`config.mk`:
```
export PLATFORM = sky130hd
export DESIGN_NAME = inst_writeback
export DESIGN_NICKNAME = d
export VERILOG_FILES = /design/src/rtl/wb_pkg.sv /design/src/rtl/register_file.sv /design/src/rtl/inst_writeback.sv
export SDC_FILE = /design/constraint.sdc
export NUM_CORES = 2
export LEC_CHECK = 0
export CELL_PAD_IN_SITES_DETAIL_PLACEMENT = 0
export CELL_PAD_IN_SITES_GLOBAL_PLACEMENT = 1
export CORE_UTILIZATION = 52
export CTS_CLUSTER_DIAMETER = 30
export CTS_CLUSTER_SIZE = 8
export DETAILED_ROUTE_END_ITERATION = 8
export HOLD_SLACK_MARGIN = 0.08
export PLACE_DENSITY_LB_ADDON = 0.2
export SKIP_CTS_REPAIR_TIMING = 1
export SLEW_MARGIN = 5
export SYNTH_ARGS = -nofsm -noshare
export SYNTH_HDL_FRONTEND = slang
export SYNTH_SLANG_ARGS = --single-unit
export TNS_END_PERCENT = 10
```
`constraint.sdc`:
```
create_clock -name clk -period 5.6 [get_ports clk]
set_input_delay 1.4 -clock clk [delete_from_list [all_inputs] [get_ports clk]]
set_output_delay 1.4 -clock clk [all_outputs]
set_load 0.02 [all_outputs]
```
`src/rtl/wb_pkg.sv`:
```
// Shared constants for the writeback stage.
//   MD_*  : result-select encodings carried down from EX (3 falls back to fout)
//   ST_*  : bit positions inside the {V,C,N,Z} status register
package wb_pkg;

    localparam logic [1:0] MD_FOUT = 2'd0;
    localparam logic [1:0] MD_MEM  = 2'd1;
    localparam logic [1:0] MD_LINK = 2'd2;

    localparam int ST_V = 3;
    localparam int ST_C = 2;
    localparam int ST_N = 1;
    localparam int ST_Z = 0;

endpackage

```
`src/rtl/register_file.sv`:
```
// Architectural register file: two combinational read ports, one synchronous
// write port, asynchronous clear. With R0_ZERO, register 0 reads as zero and
// writes to it are discarded. Write-through bypass lives in the caller.
//   clk, rst_n        : clock / async active-low clear
//   we, wa, wd        : write enable, address, data
//   ra_addr, rb_addr  : read addresses
//   ra_data, rb_data  : read data (array contents, no bypass)
module register_file #(
    parameter int DATA_W  = 32,
    parameter int REG_AW  = 5,
    parameter bit R0_ZERO = 1'b1
) (
    input  logic              clk,
    input  logic              rst_n,
    input  logic              we,
    input  logic [REG_AW-1:0] wa,
    input  logic [DATA_W-1:0] wd,
    input  logic [REG_AW-1:0] ra_addr,
    input  logic [REG_AW-1:0] rb_addr,
    output logic [DATA_W-1:0] ra_data,
    output logic [DATA_W-1:0] rb_data
);

    localparam int NREG = 1 << REG_AW;

    logic [DATA_W-1:0] regs [NREG];

    always_ff @(posedge clk or negedge rst_n) begin
        if (!rst_n) begin
            for (int i = 0; i < NREG; i++) regs[i] <= '0;
        end else if (we && !(R0_ZERO && wa == '0)) begin
            regs[wa] <= wd;
        end
    end

    assign ra_data = (R0_ZERO && ra_addr == '0) ? '0 : regs[ra_addr];
    assign rb_data = (R0_ZERO && rb_addr == '0) ? '0 : regs[rb_addr];

endmodule

```
`src/rtl/inst_writeback.sv`:
```
// Writeback stage: EX/WB pipeline register, result select (fout / memory /
// link), register-file commit, status load, retired counter, and decode read
// ports with write-through bypass.
//   clk, rst_n                 : clock / async active-low reset
//   stall                      : hold the WB entry, no commit
//   ex_*                       : fields captured from execute
//   memout                     : synchronous data-memory output
//   ra_addr/rb_addr -> *_data  : decode read ports (bypassed)
//   wb_valid, wb_we, wb_rd, wb_data : WB entry state, also used for EX forwarding
//   status                     : {V,C,N,Z}
//   retired                    : committed-instruction count (wraps)
module inst_writeback
    import wb_pkg::*;
#(
    parameter int DATA_W  = 32,
    parameter int REG_AW  = 5,
    parameter bit R0_ZERO = 1'b1
) (
    input  logic              clk,
    input  logic              rst_n,
    input  logic              stall,
    input  logic              ex_valid,
    input  logic [REG_AW-1:0] ex_rd,
    input  logic              ex_rw,
    input  logic [1:0]        ex_md,
    input  logic              ex_fl,
    input  logic [DATA_W-1:0] ex_fout,
    input  logic [DATA_W-1:0] ex_link,
    input  logic              ex_overflow,
    input  logic              ex_carryout,
    input  logic              ex_negative,
    input  logic              ex_zero,
    input  logic [DATA_W-1:0] memout,
    input  logic [REG_AW-1:0] ra_addr,
    input  logic [REG_AW-1:0] rb_addr,
    output logic [DATA_W-1:0] ra_data,
    output logic [DATA_W-1:0] rb_data,
    output logic              wb_valid,
    output logic              wb_we,
    output logic [REG_AW-1:0] wb_rd,
    output logic [DATA_W-1:0] wb_data,
    output logic [3:0]        status,
    output logic [31:0]       retired
);

    logic              rw_q, fl_q, first;
    logic [1:0]        md_q;
    logic [DATA_W-1:0] fout_q, link_q, ld_q, mem_sel;
    logic [3:0]        flags_q;
    logic              commit;
    logic [DATA_W-1:0] rf_a, rf_b;

    // EX/WB register. "first" marks the entry's first WB cycle, the only
    // cycle in which the synchronous memory output belongs to this entry.
    always_ff @(posedge clk or negedge rst_n) begin
        if (!rst_n) begin
            wb_valid <= 1'b0;
            wb_rd    <= '0;
            rw_q     <= 1'b0;
            md_q     <= '0;
            fl_q     <= 1'b0;
            fout_q   <= '0;
            link_q   <= '0;
            flags_q  <= '0;
            first    <= 1'b0;
            ld_q     <= '0;
        end else begin
            if (first) ld_q <= memout;
            if (!stall) begin
                wb_valid <= ex_valid;
                wb_rd    <= ex_rd;
                rw_q     <= ex_rw;
                md_q     <= ex_md;
                fl_q     <= ex_fl;
                fout_q   <= ex_fout;
                link_q   <= ex_link;
                flags_q[ST_V] <= ex_overflow;
                flags_q[ST_C] <= ex_carryout;
                flags_q[ST_N] <= ex_negative;
                flags_q[ST_Z] <= ex_zero;
                first    <= 1'b1;
            end else begin
                first    <= 1'b0;
            end
        end
    end

    // Live memout only in the first cycle; stalled cycles replay the capture.
    assign mem_sel = first ? memout : ld_q;

    always_comb begin
        wb_data = fout_q;
        case (md_q)
            MD_MEM:  wb_data = mem_sel;
            MD_LINK: wb_data = link_q;
            default: wb_data = fout_q;
        endcase
    end

    assign commit = wb_valid && !stall;
    assign wb_we  = commit && rw_q;

    always_ff @(posedge clk or negedge rst_n) begin
        if (!rst_n) begin
            status  <= '0;
            retired <= '0;
        end else if (commit) begin
            if (fl_q) status <= flags_q;
            retired <= retired + 32'd1;
        end
    end

    register_file #(
        .DATA_W (DATA_W),
        .REG_AW (REG_AW),
        .R0_ZERO(R0_ZERO)
    ) u_rf (
        .clk    (clk),
        .rst_n  (rst_n),
        .we     (wb_we),
        .wa     (wb_rd),
        .wd     (wb_data),
        .ra_addr(ra_addr),
        .rb_addr(rb_addr),
        .ra_data(rf_a),
        .rb_data(rf_b)
    );

    // R0 wins over bypass so a discarded r0 write never leaks to decode.
    always_comb begin
        ra_data = rf_a;
        rb_data = rf_b;
        if (R0_ZERO && ra_addr == '0)        ra_data = '0;
        else if (wb_we && ra_addr == wb_rd)  ra_data = wb_data;
        if (R0_ZERO && rb_addr == '0)        rb_data = '0;
        else if (wb_we && rb_addr == wb_rd)  rb_data = wb_data;
    end

endmodule

```
Word-level counts from Yosys, hierarchy flattened
Cells that the tools add are included.
{"block": "op_classes", "n_reduce_logical": 12, "eq_ne": 4, "magnitude_cmp": 4, "add_sub_neg": 1, "bitwise": 3, "n_mux": 16}
{"op": "1024-bit bitwise mux", "n": 1}
{"op": "32-bit binary-select mux with 5-bit select", "n": 2}
{"op": "32-bit two-way mux", "n": 10}
{"op": "32-bit demux with 5-bit select", "n": 1}
{"op": "32-bit one-hot mux with 2 select lines", "n": 1}
{"op": "32-bit by 1-bit adder with 32-bit output (second input constant)", "n": 1}
{"op": "6-bit >= comparator (second input constant)", "n": 3}
{"op": "5-bit NOT with 6-bit output", "n": 3}
{"op": "5-bit zero test", "n": 3}
{"op": "5-bit == test", "n": 2}
{"op": "1-bit logical AND", "n": 6}
{"op": "6-bit by 1-bit less-than comparator with 1-bit output (second input constant)", "n": 1}
{"op": "2-bit by 1-bit == test with 1-bit output (second input constant)", "n": 1}
{"op": "2-bit == test (second input constant)", "n": 1}
{"op": "1-bit zero test", "n": 2}
{"op": "2-bit AND reduction", "n": 1}
{"op": "1-bit two-way mux", "n": 1}
{"block": "totals", "input_bits": 123, "ff_bits": 1171, "out_inout_bits": 139}

Logic depth before layout (Yosys ltp)
{"block": "depth", "depth_word": 6, "ltp_mapped": 11, "depth_no_buf": 7}

By module
A second synthesis with hierarchy kept.
{"block": "hier_totals", "cells_unflattened": 4358, "area_unflattened_um2": 62476.2}
{"mod": "register_file", "cells_per_inst": 3620, "instances": 1, "area_per_inst_um2": 54463.5, "seq_area_each_um2": 25624.6}
{"mod": "inst_writeback", "cells_per_inst": 738, "instances": 1, "area_per_inst_um2": 8012.7, "seq_area_each_um2": 3678.5}

Worst setup path after synthesis
Ideal clock, no wire load.
{"block": "synth_timing", "kind": "input-to-output", "start": "in stall", "end": "out ra_data[17]", "path_buffers": 2, "arrival_ns": 3.346, "path_stages": 6, "path_slack_ns": 0.854, "required_time_ns": 4.200, "cell_sequence": "buf_2 > nand3b_1 > nor4_2 > clkbuf_1 > nor2_1 > a211oi_1"}
{"block": "synth_via", "elab_chain_len": 6}
{"element": "from (decl)", "line_no": "inst_writeback.sv:21", "rtl": "input logic stall,"}
{"element": "1-bit zero test", "line_no": "inst_writeback.sv:100", "rtl": "assign commit = wb_valid && !stall;"}
{"element": "1-bit logical AND", "line_no": "inst_writeback.sv:100"}
{"element": "1-bit logical AND", "line_no": "inst_writeback.sv:101", "rtl": "assign wb_we = commit && rw_q;"}
{"element": "1-bit logical AND", "line_no": "inst_writeback.sv:134", "rtl": "else if (wb_we && ra_addr == wb_rd) ra_data = wb_data;"}
{"element": "32-bit two-way mux", "line_no": "inst_writeback.sv:134"}
{"element": "32-bit two-way mux", "line_no": "inst_writeback.sv:133", "rtl": "if (R0_ZERO && ra_addr == '0) ra_data = '0;"}
{"element": "to (decl)", "line_no": "inst_writeback.sv:36", "rtl": "output logic [DATA_W-1:0] ra_data,"}
Every way passes these cells.

Worst setup path in the final report
{"block": "layout_timing", "start": "in rb_addr[1]", "end": "out rb_data[6]"}
{"block": "layout_via", "elab_chain_len": 6, "word_cells_on_any_way": 9, "cone_classes": "eq/ne (1); mux (5); bitwise (1); reduce/logical (2)"}
{"element": "from (decl)", "line_no": "inst_writeback.sv:35", "rtl": "input logic [REG_AW-1:0] rb_addr,"}
{"element": "5-bit NOT with 6-bit output (implied by the code)", "line_no": "register_file.sv:37", "rtl": "assign rb_data = (R0_ZERO && rb_addr == '0) ? '0 : regs[rb_addr];"}
{"element": "32-bit binary-select mux with 5-bit select", "line_no": "register_file.sv:37"}
{"element": "32-bit two-way mux (implied by the code) (2 in series)", "line_no": "register_file.sv:37"}
{"element": "32-bit two-way mux", "line_no": "inst_writeback.sv:136", "rtl": "else if (wb_we && rb_addr == wb_rd) rb_data = wb_data;"}
{"element": "32-bit two-way mux (*)", "line_no": "inst_writeback.sv:135", "rtl": "if (R0_ZERO && rb_addr == '0) rb_data = '0;"}
{"element": "to (decl)", "line_no": "inst_writeback.sv:37", "rtl": "output logic [DATA_W-1:0] rb_data,"}
Mark *: on every way between the ends. The rest lies on a longest branch, timed or not. The select of a mux whose other input is x is not followed.

==> summary.txt <==
STA
  – Slew Viols, Final: 0
  – Final Cycle Share: 101%
  – Fmax: 178 MHz
  – Final Hold Viols: 0
  – PnR worst setup slack: -0.0299 ns
  – Setup violators final: 1
  – RSZ-0062 raised after global routing: no
  – Rel. slew slack: 17.2%
  – Tmin final: 5.63 ns
  – Worst-Margin Slew: 1.24 ns
  – Final setup skew: 0.0536 ns

Global route
  – GR met2 Demand/Resource: 57.0%
  – Maximum number of pins on one net before global-route repair: 99
  – Antenna violations before repair: 3
  – GRT Total Usage: 37.5%
  – Met3 Use GR: 8.10%
  – Vias in the first global route: 47800
  – GRT overflow: 0
  – GRT busiest layer: met2
  – GRT met1 Usage: 50.3%
  – Global-route wire length before repair: 320000 um

Hold path
  – HP Class: flop to flop
  – Hold path cells: 0
  – Hold path startpoint: u_rf.regs[1005]
  – Worst Hold End: u_rf.regs[1005]

Run status
  – Failing checks: negative setup slack
  – Status: finished with violations

Clock network
  – H-tree depth: 5
  – Clock Sinks: 1171
  – Total CTS buffers: 290
  – Worst-path clk slew: 0.04 ns
  – Clock Latency Late Sink: 0.87 ns
  – Root Buffer Master: clkbuf_16
  – CTS tree: yes
  – Clock Tree Buf Depth: 4

Synth
  – Synth Warn #: 0
  – Post-synthesis sequential area ratio: 49.0%
  – Synth top area share: 49.0%
  – Synth Instances: 5379
  – Async SR Flop Fraction: 100%
  – Yosys cell types: 62
  – Dominant synthesized flop cell: dfrtp_1
  – Top cells by area, synth: dfrtp_1, mux4_2, o21ai_0, nand2_1, mux2i_1
  – Largest area contributor in the netlist: dfrtp_1
  – Mapped cell area: 59900 sq um
  – Post-Syn Area per Cell: 11.1 sq um
  – Synth Net Count: 5505
  – Post-synth EDFFs: 0
  – FF+latch count, synth: 1171

Setup path
  – Crit Path Class: input port to output port
  – Reg2Reg Capture Point: u_rf.regs[705]
  – CP endpoint kind: output port
  – Worst R2R Start: wb_valid
  – Critical Path Start Type: input port
  – CP Max Fanout: 16
  – R2R depth: 7
  – Critical Path RT: 4.20 ns
  – Crit path DAT: 4.23 ns
  – Flop-to-flop setup slack: 1.94 ns

Detailed routing
  – Total routed wirelength: 216000 um
  – Routed Antenna Nets: 0
  – Via density: 6.49
  – Initial DRC count: 5578
  – Vias: 47900
  – DRC: 0
  – DR WL/cell: 29.3 um
  – First-pass DRT Iterations: 6

Power
  – Power per cell area: 420 nW/um^2
  – Lkg Pwr: 32.4 nW
  – Power, Total: 0.0316 W
  – Worst vdd ir: 351 uV

Floorplan
  – # rows: 124
  – Die area: 116000 sq um
  – Die Ht: 341 um
  – Die Width: 341 um
  – Core box area: 114000 sq um
  – Initial Utilization: 52.4%
  – Io pins: 262

Final layout
  – Finished Layout Cells: 7384
  – Layout Nets: 5784
  – Commonest non-fill, non-tap cell in the layout: dfrtp_1
  – Layout area overhead: 25.5%
  – Share of cells above drive strength 1: 24.3%
  – Most frequent cells in the layout: dfrtp_1, nand2_1, o21ai_0
  – Final Util: 65.8%

Place
  – Final GP Congestion: 0.874
  – DP Wirelength: 129000 um
  – Number of port buffers: 261
  – Placed insts: 6878

Job
  – Number of max-cap violations: 0
==> kinds of logic after synthesis <==
| group | share of synthesized area, % |
|---|---|
| AOI/OAI and AO/OA | 13.3 |
| adders and majority gates | 0.0627 |
| buffers and inverters | 4.83 |
| muxes | 23.2 |
| and+or+nand+nor | 9.05 |
| DFF | 49.0 |
| xor gates and xnor gates | 0.600 |
==> per-stage QoR <==
stage | hold WS, ns | cell area (sq um) | TNS (ns) | worst slack (ns)
6_report | 0.394 | 75100 | -0.0299 | -0.0299
5_1_grt | 0.404 | 75100 | 0 | 0.00836
4_1_cts | 0.393 | 75100 | -0.0164 | -0.0164
3_5_place_dp | 0.382 | 65300 | 0 | 0.0384
3_3_place_gp | 0.377 | 65300 | 0 | 0.0346
2_1_floorplan | 0.441 | 59900 | 0 | 0.854
==> worst max-delay path: stages <==
cell             delay, ns
clkbuf_8              0.19
buf_4                 0.34
nor2b_2               0.13
buf_12                0.18
a221oi_1              0.34
o21a_1                0.17
o32ai_1               0.07
o21ai_0               0.63
clkdlybuf4s50_1       0.74
==> worst max-delay path by stage <==
stage | endpoint | from | cells past startpoint | slack [ns]
after floorplan | ra_data[17] | stall | 6 | 0.85
after global placement | ra_data[15] | ra_addr[1] | 10 | 0.03
after detailed placement | ra_data[15] | stall | 10 | 0.04
after CTS | ra_data[15] | wb_rd[2] | 9 | -0.02
after global routing | rb_data[6] | rb_addr[1] | 9 | 0.008
final | rb_data[6] | rb_addr[1] | 9 | -0.03
==> cell type report <==
cell class | count | area (sq um)
sequential | 1171 | 29300
fill | 8753 | 39100
multi-input combinational | 3583 | 28200
clock inverter | 135 | 1740
timing repair buffer | 554 | 5700
antenna | 1 | 2.50
inverter | 58 | 225
tap | 1512 | 1890
clock buffer | 370 | 8070
==> synthesized netlist by cell type, types with 49 or more instances <==
cell type  count
a221oi_1      73
clkbuf_1     435
mux4_2       447
buf_2         55
mux2_2       100
nand3_1       86
dfrtp_1     1171
inv_1         56
mux2i_1      250
nor2_1        77
a22oi_1       58
nand2_1     1062
o21ai_0     1028
a21oi_1       49
==> flip-flops by register name (all words and copies together) (netlist names) <==
name / cells
flags_q: 4
first: 1
link_q: 32
wb_valid: 1
wb_rd: 5
fl_q: 1
ld_q: 32
md_q: 2
u_rf.regs: 1024
fout_q: 32
retired: 32
status: 4
rw_q: 1
==> report_power, final <==
part / switching, W / total, W / leakage (nW) / internal, W
Combinational: 0.00262 / 0.00458 / 11.7 / 0.00196
Sequential: 0.000774 / 0.0102 / 15.9 / 0.00945
Clock: 0.00509 / 0.0167 / 4.73 / 0.0117
Total: 0.00848 / 0.0316 / 32.4 / 0.0231
==> metal layers <==
metal	part of all wire [%]	wire length (um)
met1	39	84500
met2	46	99200
met3	9.2	19800
met4	5.9	12700
met5	0.010	22
Note: power is estimated with default switching activity, not from simulation.
